--- config.mk ---
export PLATFORM = sky130hd
export DESIGN_NAME = vend_txn_controller_flat
export DESIGN_NICKNAME = d
export VERILOG_FILES = /design/src/rtl/vend_txn_controller_if.sv /design/src/rtl/vend_txn_controller.sv /design/src/flat_wrapper.sv
export SDC_FILE = /design/constraint.sdc
export NUM_CORES = 1
export LEC_CHECK = 0
export CAP_MARGIN = 10
export CORE_MARGIN = 3
export CORE_UTILIZATION = 50
export CTS_BUF_LIST = sky130_fd_sc_hd__clkbuf_8
export CTS_CLUSTER_SIZE = 14
export DETAILED_ROUTE_END_ITERATION = 7
export PLACE_DENSITY = 0.88
export SYNTH_ARGS = -nofsm -noshare
export SYNTH_HDL_FRONTEND = slang
export SYNTH_SLANG_ARGS = --single-unit
export TNS_END_PERCENT = 1
--- constraint.sdc ---
create_clock -name clk -period 2.3 [get_ports clk]
set_input_delay 0.46 -clock clk [delete_from_list [all_inputs] [get_ports clk]]
set_output_delay 0.46 -clock clk [all_outputs]
set_load 0.03 [all_outputs]
--- src/rtl/vend_txn_controller_if.sv ---
// rtl/vend_txn_controller_if.sv - coin/keypad front end and dispense/hopper actuator bundle
interface vend_txn_controller_if;
  logic       coin_valid;
  logic [4:0] coin_value;
  logic       sel_valid;
  logic [5:0] sel_item;
  logic       cancel;
  logic       coin_reject;
  logic       err_item;
  logic       err_funds;
  logic       timeout;
  logic       vend_req;
  logic [5:0] vend_item;
  logic       vend_done;
  logic       payout_req;
  logic [4:0] payout_coin;
  logic       payout_ack;
  logic [4:0] credit;
  logic       busy;

  modport master (
    output coin_valid, coin_value, sel_valid, sel_item, cancel, vend_done, payout_ack,
    input  coin_reject, err_item, err_funds, timeout, vend_req, vend_item,
           payout_req, payout_coin, credit, busy
  );

  modport slave (
    input  coin_valid, coin_value, sel_valid, sel_item, cancel, vend_done, payout_ack,
    output coin_reject, err_item, err_funds, timeout, vend_req, vend_item,
           payout_req, payout_coin, credit, busy
  );
endinterface

--- src/rtl/vend_txn_controller.sv ---
// rtl/vend_txn_controller.sv - vending transaction sequencer: credit, selection, vend and change payout
module vend_txn_controller #(
  parameter int CLK_PER_SEC  = 100,
  parameter int TIMEOUT_SEC  = 20,
  parameter int PRICE_NEWS   = 5,
  parameter int PRICE_COFFEE = 10,
  parameter int PRICE_LAYS   = 15,
  parameter int MAX_CREDIT   = 31
) (
  input  logic clk,
  input  logic reset,
  vend_txn_controller_if.slave bus
);
  localparam int TIMEOUT_CYCLES = CLK_PER_SEC * TIMEOUT_SEC;
  localparam int CNT_W          = $clog2(TIMEOUT_CYCLES + 1);

  typedef enum logic [1:0] {IDLE, CREDIT, VEND, PAYOUT} state_t;

  state_t           state;
  logic [CNT_W-1:0] idle_cnt;
  logic [4:0]       credit_q;
  logic             coin_reject_q, err_item_q, err_funds_q, timeout_q;
  logic             vend_req_q, payout_req_q, busy_q;
  logic [5:0]       vend_item_q;
  logic [4:0]       payout_coin_q;

  logic [5:0] coin_sum;
  logic       coin_ok;
  logic [4:0] price;
  logic [4:0] big_coin;
  logic       cancel_take;

  assign coin_sum = {1'b0, credit_q} + {1'b0, bus.coin_value};
  assign coin_ok  = (bus.coin_value == 5'd1 || bus.coin_value == 5'd5 || bus.coin_value == 5'd10)
                    && (coin_sum <= 6'(MAX_CREDIT));
  // Largest hopper denomination that still fits in the remaining credit.
  assign big_coin    = (credit_q >= 5'd10) ? 5'd10 : ((credit_q >= 5'd5) ? 5'd5 : 5'd1);
  assign cancel_take = bus.cancel && (state == CREDIT) && (credit_q != 5'd0);

  always_comb begin
    price = 5'd0;
    case (bus.sel_item)
      6'd1:    price = 5'(PRICE_NEWS);
      6'd2:    price = 5'(PRICE_COFFEE);
      6'd3:    price = 5'(PRICE_LAYS);
      default: price = 5'd0;
    endcase
  end

  always_ff @(posedge clk or negedge reset) begin
    if (!reset) begin
      state         <= IDLE;
      idle_cnt      <= '0;
      credit_q      <= 5'd0;
      coin_reject_q <= 1'b0;
      err_item_q    <= 1'b0;
      err_funds_q   <= 1'b0;
      timeout_q     <= 1'b0;
      vend_req_q    <= 1'b0;
      vend_item_q   <= 6'd0;
      payout_req_q  <= 1'b0;
      payout_coin_q <= 5'd0;
      busy_q        <= 1'b0;
    end else begin
      coin_reject_q <= 1'b0;
      err_item_q    <= 1'b0;
      err_funds_q   <= 1'b0;
      timeout_q     <= 1'b0;
      case (state)
        IDLE, CREDIT: begin
          if (cancel_take) begin
            coin_reject_q <= bus.coin_valid;
            state         <= PAYOUT;
            payout_req_q  <= 1'b1;
            payout_coin_q <= big_coin;
            busy_q        <= 1'b1;
            idle_cnt      <= '0;
          end else if (bus.sel_valid) begin
            // A coin arriving with a selection is returned; price is checked on pre-coin credit.
            coin_reject_q <= bus.coin_valid;
            idle_cnt      <= '0;
            if (price == 5'd0) begin
              err_item_q <= 1'b1;
            end else if (credit_q < price) begin
              err_funds_q <= 1'b1;
            end else begin
              credit_q    <= credit_q - price;
              vend_req_q  <= 1'b1;
              vend_item_q <= bus.sel_item;
              state       <= VEND;
              busy_q      <= 1'b1;
            end
          end else if (bus.coin_valid && coin_ok) begin
            credit_q <= coin_sum[4:0];
            state    <= CREDIT;
            idle_cnt <= '0;
          end else begin
            coin_reject_q <= bus.coin_valid;
            if (state == CREDIT) begin
              if (idle_cnt == CNT_W'(TIMEOUT_CYCLES - 1)) begin
                timeout_q     <= 1'b1;
                state         <= PAYOUT;
                payout_req_q  <= 1'b1;
                payout_coin_q <= big_coin;
                busy_q        <= 1'b1;
                idle_cnt      <= '0;
              end else begin
                idle_cnt <= idle_cnt + 1'b1;
              end
            end
          end
        end
        VEND: begin
          coin_reject_q <= bus.coin_valid;
          if (vend_req_q && bus.vend_done) begin
            vend_req_q <= 1'b0;
            if (credit_q != 5'd0) begin
              state         <= PAYOUT;
              payout_req_q  <= 1'b1;
              payout_coin_q <= big_coin;
            end else begin
              state  <= IDLE;
              busy_q <= 1'b0;
            end
          end
        end
        PAYOUT: begin
          coin_reject_q <= bus.coin_valid;
          if (payout_req_q) begin
            if (bus.payout_ack) begin
              credit_q     <= credit_q - payout_coin_q;
              payout_req_q <= 1'b0;
              if (credit_q == payout_coin_q) begin
                state  <= IDLE;
                busy_q <= 1'b0;
              end
            end
          end else begin
            payout_req_q  <= 1'b1;
            payout_coin_q <= big_coin;
          end
        end
        default: begin
          state <= IDLE;
        end
      endcase
    end
  end

  assign bus.coin_reject = coin_reject_q;
  assign bus.err_item    = err_item_q;
  assign bus.err_funds   = err_funds_q;
  assign bus.timeout     = timeout_q;
  assign bus.vend_req    = vend_req_q;
  assign bus.vend_item   = vend_item_q;
  assign bus.payout_req  = payout_req_q;
  assign bus.payout_coin = payout_coin_q;
  assign bus.credit      = credit_q;
  assign bus.busy        = busy_q;
endmodule

--- src/flat_wrapper.sv ---
// flat-port wrapper written by rule: the top's interface ports become plain ports
module vend_txn_controller_flat 
#(
  parameter int CLK_PER_SEC  = 100,
  parameter int TIMEOUT_SEC  = 20,
  parameter int PRICE_NEWS   = 5,
  parameter int PRICE_COFFEE = 10,
  parameter int PRICE_LAYS   = 15,
  parameter int MAX_CREDIT   = 31
)
  (clk, reset, bus_coin_valid, bus_coin_value, bus_sel_valid, bus_sel_item, bus_cancel, bus_vend_done, bus_payout_ack, bus_coin_reject, bus_err_item, bus_err_funds, bus_timeout, bus_vend_req, bus_vend_item, bus_payout_req, bus_payout_coin, bus_credit, bus_busy);
  vend_txn_controller_if bus_i ();
  input  logic clk;
  input  logic reset;
  input wire logic [$bits(bus_i.coin_valid)-1:0] bus_coin_valid;
  input wire logic [$bits(bus_i.coin_value)-1:0] bus_coin_value;
  input wire logic [$bits(bus_i.sel_valid)-1:0] bus_sel_valid;
  input wire logic [$bits(bus_i.sel_item)-1:0] bus_sel_item;
  input wire logic [$bits(bus_i.cancel)-1:0] bus_cancel;
  input wire logic [$bits(bus_i.vend_done)-1:0] bus_vend_done;
  input wire logic [$bits(bus_i.payout_ack)-1:0] bus_payout_ack;
  output wire logic [$bits(bus_i.coin_reject)-1:0] bus_coin_reject;
  output wire logic [$bits(bus_i.err_item)-1:0] bus_err_item;
  output wire logic [$bits(bus_i.err_funds)-1:0] bus_err_funds;
  output wire logic [$bits(bus_i.timeout)-1:0] bus_timeout;
  output wire logic [$bits(bus_i.vend_req)-1:0] bus_vend_req;
  output wire logic [$bits(bus_i.vend_item)-1:0] bus_vend_item;
  output wire logic [$bits(bus_i.payout_req)-1:0] bus_payout_req;
  output wire logic [$bits(bus_i.payout_coin)-1:0] bus_payout_coin;
  output wire logic [$bits(bus_i.credit)-1:0] bus_credit;
  output wire logic [$bits(bus_i.busy)-1:0] bus_busy;
  assign bus_i.coin_valid = bus_coin_valid;
  assign bus_i.coin_value = bus_coin_value;
  assign bus_i.sel_valid = bus_sel_valid;
  assign bus_i.sel_item = bus_sel_item;
  assign bus_i.cancel = bus_cancel;
  assign bus_i.vend_done = bus_vend_done;
  assign bus_i.payout_ack = bus_payout_ack;
  assign bus_coin_reject = bus_i.coin_reject;
  assign bus_err_item = bus_i.err_item;
  assign bus_err_funds = bus_i.err_funds;
  assign bus_timeout = bus_i.timeout;
  assign bus_vend_req = bus_i.vend_req;
  assign bus_vend_item = bus_i.vend_item;
  assign bus_payout_req = bus_i.payout_req;
  assign bus_payout_coin = bus_i.payout_coin;
  assign bus_credit = bus_i.credit;
  assign bus_busy = bus_i.busy;
  vend_txn_controller #(.CLK_PER_SEC(CLK_PER_SEC), .TIMEOUT_SEC(TIMEOUT_SEC), .PRICE_NEWS(PRICE_NEWS), .PRICE_COFFEE(PRICE_COFFEE), .PRICE_LAYS(PRICE_LAYS), .MAX_CREDIT(MAX_CREDIT)) u_core (.clk(clk), .reset(reset), .bus(bus_i));
endmodule
==> results.json <==
{
  "drt_iter0_drc": 375,
  "cp-start-kind": "primary input",
  "worstSkewPairLatency_ns": 0.30,
  "synthesis.instances": 260,
  "final.setup.worst_slack_ns": -0.0875,
  "die_height_um": 76.3,
  "min_period_ns": 2.39,
  "report.final.slew_viol_count": 0,
  "postSynthRegisterBits": 34,
  "global_route_wire_length_before_repair_um": 11900,
  "slowest_delay_ns": 0.33,
  "vias_per_cell": 6.16,
  "result_of_the_run": "finished, violations left",
  "cts.reportedPaths.clkPinSlew_ns": 0.08,
  "detailed_place_hpwl_um": 5120,
  "antenna_cells_inserted": 0,
  "yosys.area_share.adder": 0.0952,
  "gp_congestion": 0.999,
  "io_buffers": 39,
  "final_antenna_net_count": 0,
  "critical_path_buf_inv_count": 2,
  "clk_root_buffer_cell": "sky130_fd_sc_hd__clkbuf_8",
  "pin_count": 41,
  "numCtsBuffers": 5,
  "layout.cell_area.non_filler_um2": 3580,
  "crit_path_end": "u_core.bus.credit[0]$_DFFE_PN0P_",
  "start_util": 0.541,
  "cpLargestDelayFamily": "compound AO/OA/AOI/OAI gates",
  "power.static_leakage_uw": 0.00158,
  "crit_path_top_delay_cell": "sky130_fd_sc_hd__o31a_1",
  "grt-ovfl-total": 0,
  "totalWireLength_um": 8110,
  "rsz0062_at_grt": "yes",
  "post_synthesis_to_final_layout_area_growth_pct": 45.1,
  "final_net_count": 381,
  "timing.rr.start": "u_core.bus.credit[1]$_DFFE_PN0P_",
  "route.detailed.wl_per_inst_um": 19.7,
  "yosys_warnings": 0,
  "grt.total_usage": 0.254,
  "cts_hold_buf": 0,
  "failed_checks": "negative setup slack",
  "place_ws_ns": -0.672,
  "yosys.area_share.simple": 0.196,
  "rr_endpoint": "u_core.bus.credit[4]$_DFFE_PN0P_",
  "reg2reg_depth": 8,
  "dpl-instance-area_um2": 3240,
  "timing_worst_setup_path_type": "primary input to flop",
  "clock_sink_count": 34,
  "cp.arrival_ns": 2.62,
  "grt_pass1_vias": 2389,
  "share_of_the_yosys_chip_area_belonging_to_registers": 0.344,
  "drc": 0,
  "setup_viol": 7,
  "synth_enable_flop_cells": 0,
  "worstPathCellList": "buf_6 -> nor4_4 -> nand2_1 -> ha_1 -> nor2b_4 -> o31a_1 -> o31a_1 -> o211ai_2 -> buf_6 -> nor2_1 -> a21oi_2",
  "critical_path.max_fanout": 5,
  "grt_max_degree": 35,
  "syn_nets": 295,
  "finalHoldViolations": 0,
  "synthesis.area_um2": 2470,
  "dieArea_um2": 5820,
  "crit_start": "bus_sel_item[2]",
  "layout.filler_cells": 288,
  "drive_gt1_frac": 0.334,
  "fmax_mhz": 419,
  "synth.lib_cells_used.distinct": 70,
  "detailed_route_via_count": 2538,
  "core_um2": 4560,
  "drt_first_pass_iters": 5,
  "largest_family_of_logic_cells_by_synthesized_area": "compound AO/OA/AOI/OAI gates",
  "max_cap_viol_count": 0,
  "h-tree-depth": 2,
  "cts_tree": "done",
  "synthArstFlopShare": 1.00,
  "postSynth.topFlopCell": "sky130_fd_sc_hd__dfrtp_1",
  "required_ns": 2.53,
  "power.ir.vdd_worst_mv": 0.646,
  "synth-compound-area-share": 0.263,
  "fin_worst_skew_ns": 0.00947,
  "setup.reg_to_reg.worst_slack_ns": -0.02,
  "min_path_type": "flop to flop",
  "power.density_cell_area_nw_per_um2": 1070,
  "yosys.area_share.xor_xnor": 0.0142,
  "initial_antenna_violation_count": 0,
  "p_total_uw": 3830,
  "crit_cells": 11,
  "clock_tree.buffer_depth": 2,
  "fp-row-count": 24,
  "synth.mux.area_fraction": 0.0420,
  "final_min_period_over_clock_period": 1.04,
  "die-width_um": 76.3,
  "kind_of_end_point_of_the_critical_path": "flop",
  "synth.avg_cell_area_um2": 9.50
}
==> where the power goes <==
| group | leakage (µW) | switching (µW) | total [µW] | internal, µW |
|---|---|---|---|---|
| logic | 0.00109 | 1340 | 2500 | 1160 |
| registers | 0.000444 | 135 | 838 | 703 |
| clock network | 0.0000472 | 250 | 491 | 241 |
| total | 0.00158 | 1730 | 3830 | 2100 |
==> worst reg2reg max path, cell delays in order (launching register included) <==
cell and delay, ns:
sky130_fd_sc_hd__dfrtp_1 0.53, sky130_fd_sc_hd__inv_1 0.19, sky130_fd_sc_hd__fa_1 0.49, sky130_fd_sc_hd__nor2b_2 0.16, sky130_fd_sc_hd__o21a_1 0.13, sky130_fd_sc_hd__o21ai_0 0.06, sky130_fd_sc_hd__and4_1 0.23, sky130_fd_sc_hd__a311oi_2 0.31
sky130_fd_sc_hd__o21ai_1 0.09
==> cells by family (layout without fill, tap and decap cells) <==
family	count (synthesis)	count (layout)
AO/OA/AOI/OAI	85	85
XOR/XNOR	4	4
adder cells (fa/ha/maj)	17	17
buffers and inverters	25	112
flip-flops	34	34
multiplexers	9	9
other	1	1
AND/OR/NAND/NOR	85	85
==> layout make-up <==
cell class                      count  area, µm²  share of cell area
Clock buffer                        6       82.6              0.0230
Clock inverter                      2       12.5             0.00349
Inverter                           16       60.1              0.0168
Multi-Input combinational cell    201       1720               0.479
Sequential cell                    34        851               0.237
Tap cell                           65       81.3              0.0227
Timing Repair Buffer               88        778               0.217
==> cells in the mapped netlist, drive strengths merged (4+ instances only) <==
cell	instances	area share
nor2b	5	0.013
a21o	7	0.022
mux2	5	0.026
nand2	27	0.041
o21ai	20	0.047
o211ai	4	0.016
a21oi	17	0.036
nor2	17	0.026
buf	6	0.014
and2	5	0.014
dfrtp	34	0.34
nand3	8	0.018
nor4	4	0.022
nor3	4	0.013
a22o	6	0.021
mux2i	4	0.016
ha	14	0.071
inv	16	0.024
o21a	6	0.021
==> placed cells by master (no fill, tap or decap), types with 3 or more instances in the layout <==
master / n
sky130_fd_sc_hd__buf_4: 45
sky130_fd_sc_hd__a21oi_1: 13
sky130_fd_sc_hd__buf_6: 6
sky130_fd_sc_hd__ha_1: 7
sky130_fd_sc_hd__nor2_1: 15
sky130_fd_sc_hd__nand2_1: 25
sky130_fd_sc_hd__mux2i_1: 4
sky130_fd_sc_hd__nor3_1: 3
sky130_fd_sc_hd__a21o_1: 6
sky130_fd_sc_hd__o21a_1: 5
sky130_fd_sc_hd__o21ai_0: 13
sky130_fd_sc_hd__and2_1: 4
sky130_fd_sc_hd__nand3_1: 6
sky130_fd_sc_hd__clkbuf_8: 6
sky130_fd_sc_hd__ha_4: 6
sky130_fd_sc_hd__dfrtp_1: 34
sky130_fd_sc_hd__o21ai_1: 5
sky130_fd_sc_hd__nor4_4: 3
sky130_fd_sc_hd__mux2_4: 3
sky130_fd_sc_hd__inv_1: 15
sky130_fd_sc_hd__fa_1: 3
sky130_fd_sc_hd__nor2b_1: 3
sky130_fd_sc_hd__dlymetal6s2s_1: 4
sky130_fd_sc_hd__clkdlybuf4s50_1: 29
sky130_fd_sc_hd__a21oi_2: 3
sky130_fd_sc_hd__a22o_1: 6
==> how the worst min path moves through the flow <==
stage	from	endpoint	slack [ns]	cells past startpoint
detailed placement	u_core.bus.vend_item[3]$_DFFE_PN0P_	u_core.bus.vend_item[3]$_DFFE_PN0P_	0.47	1
global placement	u_core.bus.vend_item[3]$_DFFE_PN0P_	u_core.bus.vend_item[3]$_DFFE_PN0P_	0.47	1
CTS	u_core.bus.vend_item[3]$_DFFE_PN0P_	u_core.bus.vend_item[3]$_DFFE_PN0P_	0.50	1
global route	u_core.bus.vend_item[4]$_DFFE_PN0P_	u_core.bus.vend_item[4]$_DFFE_PN0P_	0.52	1
floorplan	reset	u_core.bus.busy$_DFFE_PN0P_	0.16	0
finish	u_core.bus.vend_item[2]$_DFFE_PN0P_	u_core.bus.vend_item[2]$_DFFE_PN0P_	0.49	1
==> registers in the layout, summed over array words and instances, names as in the netlist, 2 cells and up <==
register / cells
u_core.bus.payout_coin: 3
u_core.bus.credit: 5
u_core.bus.vend_item: 6
u_core.state: 2
u_core.idle_cnt: 11
==> per-stage QoR <==
stage	util	TNS [ns]	hold WS [ns]	cells
after floorplan	-	-0.705	0.164	260
after global placement	0.711	-12.49	0.468	399
after detailed placement	0.711	-13.95	0.474	399
after CTS	0.743	-1.03	0.495	409
after global routing	0.785	-1.45	0.521	412
final	0.785	-0.356	0.488	412
==> layer usage <==
layer,global-route usage,vias to the layer above,part of all wire
li1,-,1119,-
met2,0.424,166,0.48
met5,0,-,0
met1,0.328,1214,0.39
met3,0.0567,39,0.082
met4,0.0761,0,0.045
==> what timing repair did <==
action                                  4_1_cts  5_1_grt
pin swaps                                    12       13
hold endpoints to repair                      0        0
resized for setup                            32       33
gates cloned                                  1        0
setup buffers                                 1        3
endpoints found under the setup margin       25       28
No activity file was read; power rests on OpenSTA's default activity.
==> variant (config.mk and constraints unchanged) <==
`TIMEOUT_SEC` is set to 20 in 2 places; all go to 10.
--- a/src/rtl/vend_txn_controller.sv
+++ b/src/rtl/vend_txn_controller.sv
@@ -1,7 +1,7 @@
 // rtl/vend_txn_controller.sv - vending transaction sequencer: credit, selection, vend and change payout
 module vend_txn_controller #(
   parameter int CLK_PER_SEC  = 100,
-  parameter int TIMEOUT_SEC  = 20,
+  parameter int TIMEOUT_SEC  = 10,
   parameter int PRICE_NEWS   = 5,
   parameter int PRICE_COFFEE = 10,
   parameter int PRICE_LAYS   = 15,
--- a/src/flat_wrapper.sv
+++ b/src/flat_wrapper.sv
@@ -2,7 +2,7 @@
 module vend_txn_controller_flat 
 #(
   parameter int CLK_PER_SEC  = 100,
-  parameter int TIMEOUT_SEC  = 20,
+  parameter int TIMEOUT_SEC  = 10,
   parameter int PRICE_NEWS   = 5,
   parameter int PRICE_COFFEE = 10,
   parameter int PRICE_LAYS   = 15,
Formal check against the unedited RTL: no difference found for any inputs over 4 cycles, from zero or initial values and one cycle with reset low; that may be too few to reach the edited logic, so the function may still have changed.
==> variant against the unedited design <==
Clock skew about the same; register-to-register slack better by 0.06 ns; synthesized area down 4.4%; worst hold slack better by 0.0096 ns; critical path depth unchanged; cell count down 5.8%; design area down 6.2%; sequential cell count down 1; power up 3.7%; wire length down 12%; sequential power up 5.8%; worst setup slack better by 0.088 ns; critical path type unchanged.
==> variant: results <==
group,metric,value,unit
status,status,"complete, no violations",
power_and_ir_drop,switching_share,0.461,
power_and_ir_drop,p_clk,430,uW
power_and_ir_drop,total_power,3970,uW
critical_path,reg2reg_from,"u_core.bus.credit[0]",
critical_path,cp.arrival,2.49,ns
logic_synthesis,synth_flop_cell,"dfrtp_1",
place,dp_slack,-0.659,ns
final_layout,largest_reg_flops,10,
hold_path,min_from,"u_core.bus.vend_item[5]",
logic_synthesis,synth-compound-area-share,0.211,
place,gp_congestion,0.931,
final_layout,fillCellCount,278,
global_route,grt_pass1_wl,11.1,mm
sta,finalSetupViolCount,0,
sta,fin_worst_skew,0.00990,ns
global_route,gr-usage-met2,0.440,
critical_path,slowest_stage,"a211oi_2",
hold_path,min_to,"u_core.bus.vend_item[5]",
drt,wl_met3,480,um
drt,dr.pass1.iters,5,
critical_path,cp_max_fo,3,
power_and_ir_drop,p_seq,887,uW
cts,cts_made_buffers,5,
logic_synthesis,synthAdderAreaFrac,0.0996,
logic_synthesis,synth.cells.most_frequent,"dfrtp_1, nand2_1, nor2_1",
drt,routed_via_density,6.24,
logic_synthesis,ys_types,59,
global_route,grt_max_degree,34,
drt,drt-initial-drc-count,251,
global_route,use_met1,0.328,
cts,cts.clk_slew.worst_paths,0.07,ns
final_layout,drive_gt1_frac,0.292,
logic_synthesis,yosysSeqAreaShare,0.350,
cts,htree_levels,2,
drt,routedWlPerCell,18.3,um
sta,holdWs,0.497,ns
global_route,grt_pass1_vias,2342,
sta,slew-limit-headroom,0.603,
logic_synthesis,syn-num-nets,293,
global_route,grt_use_total,0.263,
drt,dr_wl_met2,3.50,mm
logic_synthesis,synth-xor-area-share,0.0222,
cts,worstSkewPairLatency,0.29,ns
drt,drt-met1-wl,2.93,mm
power_and_ir_drop,peakVddDrop,0.00114,V
hold_path,hp-class,"reg2reg",
critical_path,reg2reg_depth,10,
power_and_ir_drop,p_leak,0.00151,uW
logic_synthesis,synthTopCellsByArea,"dfrtp_1, ha_1, nor2b_1",
critical_path,reg2reg_slack,0.04,ns
global_route,met3_usage,0.0547,
place,dpl.hpwl,4.76,mm
final_layout,finalNetCount,370,
logic_synthesis,muxShareOfSynthArea,0.0450,
[variant: cell types whose count changed in the layout (fill, tap and decap cells not counted), sizes merged, moves of 3 or more]
| cell | delta |
|---|---|
| a211oi | +3 |
| a21oi | -7 |
| a22o | -6 |
| and2 | -3 |
| buf | -11 |
| dlygate4sd2 | +4 |
| dlymetal6s2s | -3 |
| nand2 | -8 |
| nand4 | +5 |
| nor2 | +3 |
| nor2b | +9 |
[variant: final cells by class]
type / count / area, um^2 / area share
multi-input cells: 201 / 1650 / 0.492
flip-flops and latches: 33 / 830 / 0.247
repair buffers: 78 / 671 / 0.199
clock buffers: 5 / 68.8 / 0.0205
well taps: 52 / 65.1 / 0.0194
inverters: 16 / 60.1 / 0.0179
clock inverters: 3 / 13.8 / 0.00409
[variant: how the worst max path moves through the flow]
| stage | from | endpoint | slack (ns) | cells after the start |
|---|---|---|---|---|
| 6_report | bus_sel_item[5] | u_core.bus.credit[1] | 0.000002 | 11 |
| 5_1_grt | bus_sel_item[5] | u_core.bus.credit[2] | -0.08 | 10 |
| 4_1_cts | bus_sel_item[5] | u_core.state[0] | 0.003 | 11 |
| 3_5_place_dp | bus_sel_item[4] | u_core.bus.credit[3] | -0.66 | 9 |
| 3_3_place_gp | bus_sel_item[4] | u_core.bus.credit[3] | -0.57 | 9 |
| 2_1_floorplan | bus_sel_item[4] | u_core.bus.credit[2] | -0.07 | 9 |
[variant: what timing repair did]
item / 4_1_cts / 5_1_grt
endpoints found under the setup margin: 26 / 16
hold buffers: 0 / 0
pin swaps: 20 / 12
gates resized for setup: 38 / 20
setup buffers: 2 / 1
[variant: through the flow]
stage	instance area, um^2	instances	TNS [ns]
after CTS	3280	387	0
after floorplan	2400	258	-0.201
final	3360	388	0
after global placement	3090	377	-12.37
after global routing	3360	388	-0.487
after detailed placement	3090	377	-13.88
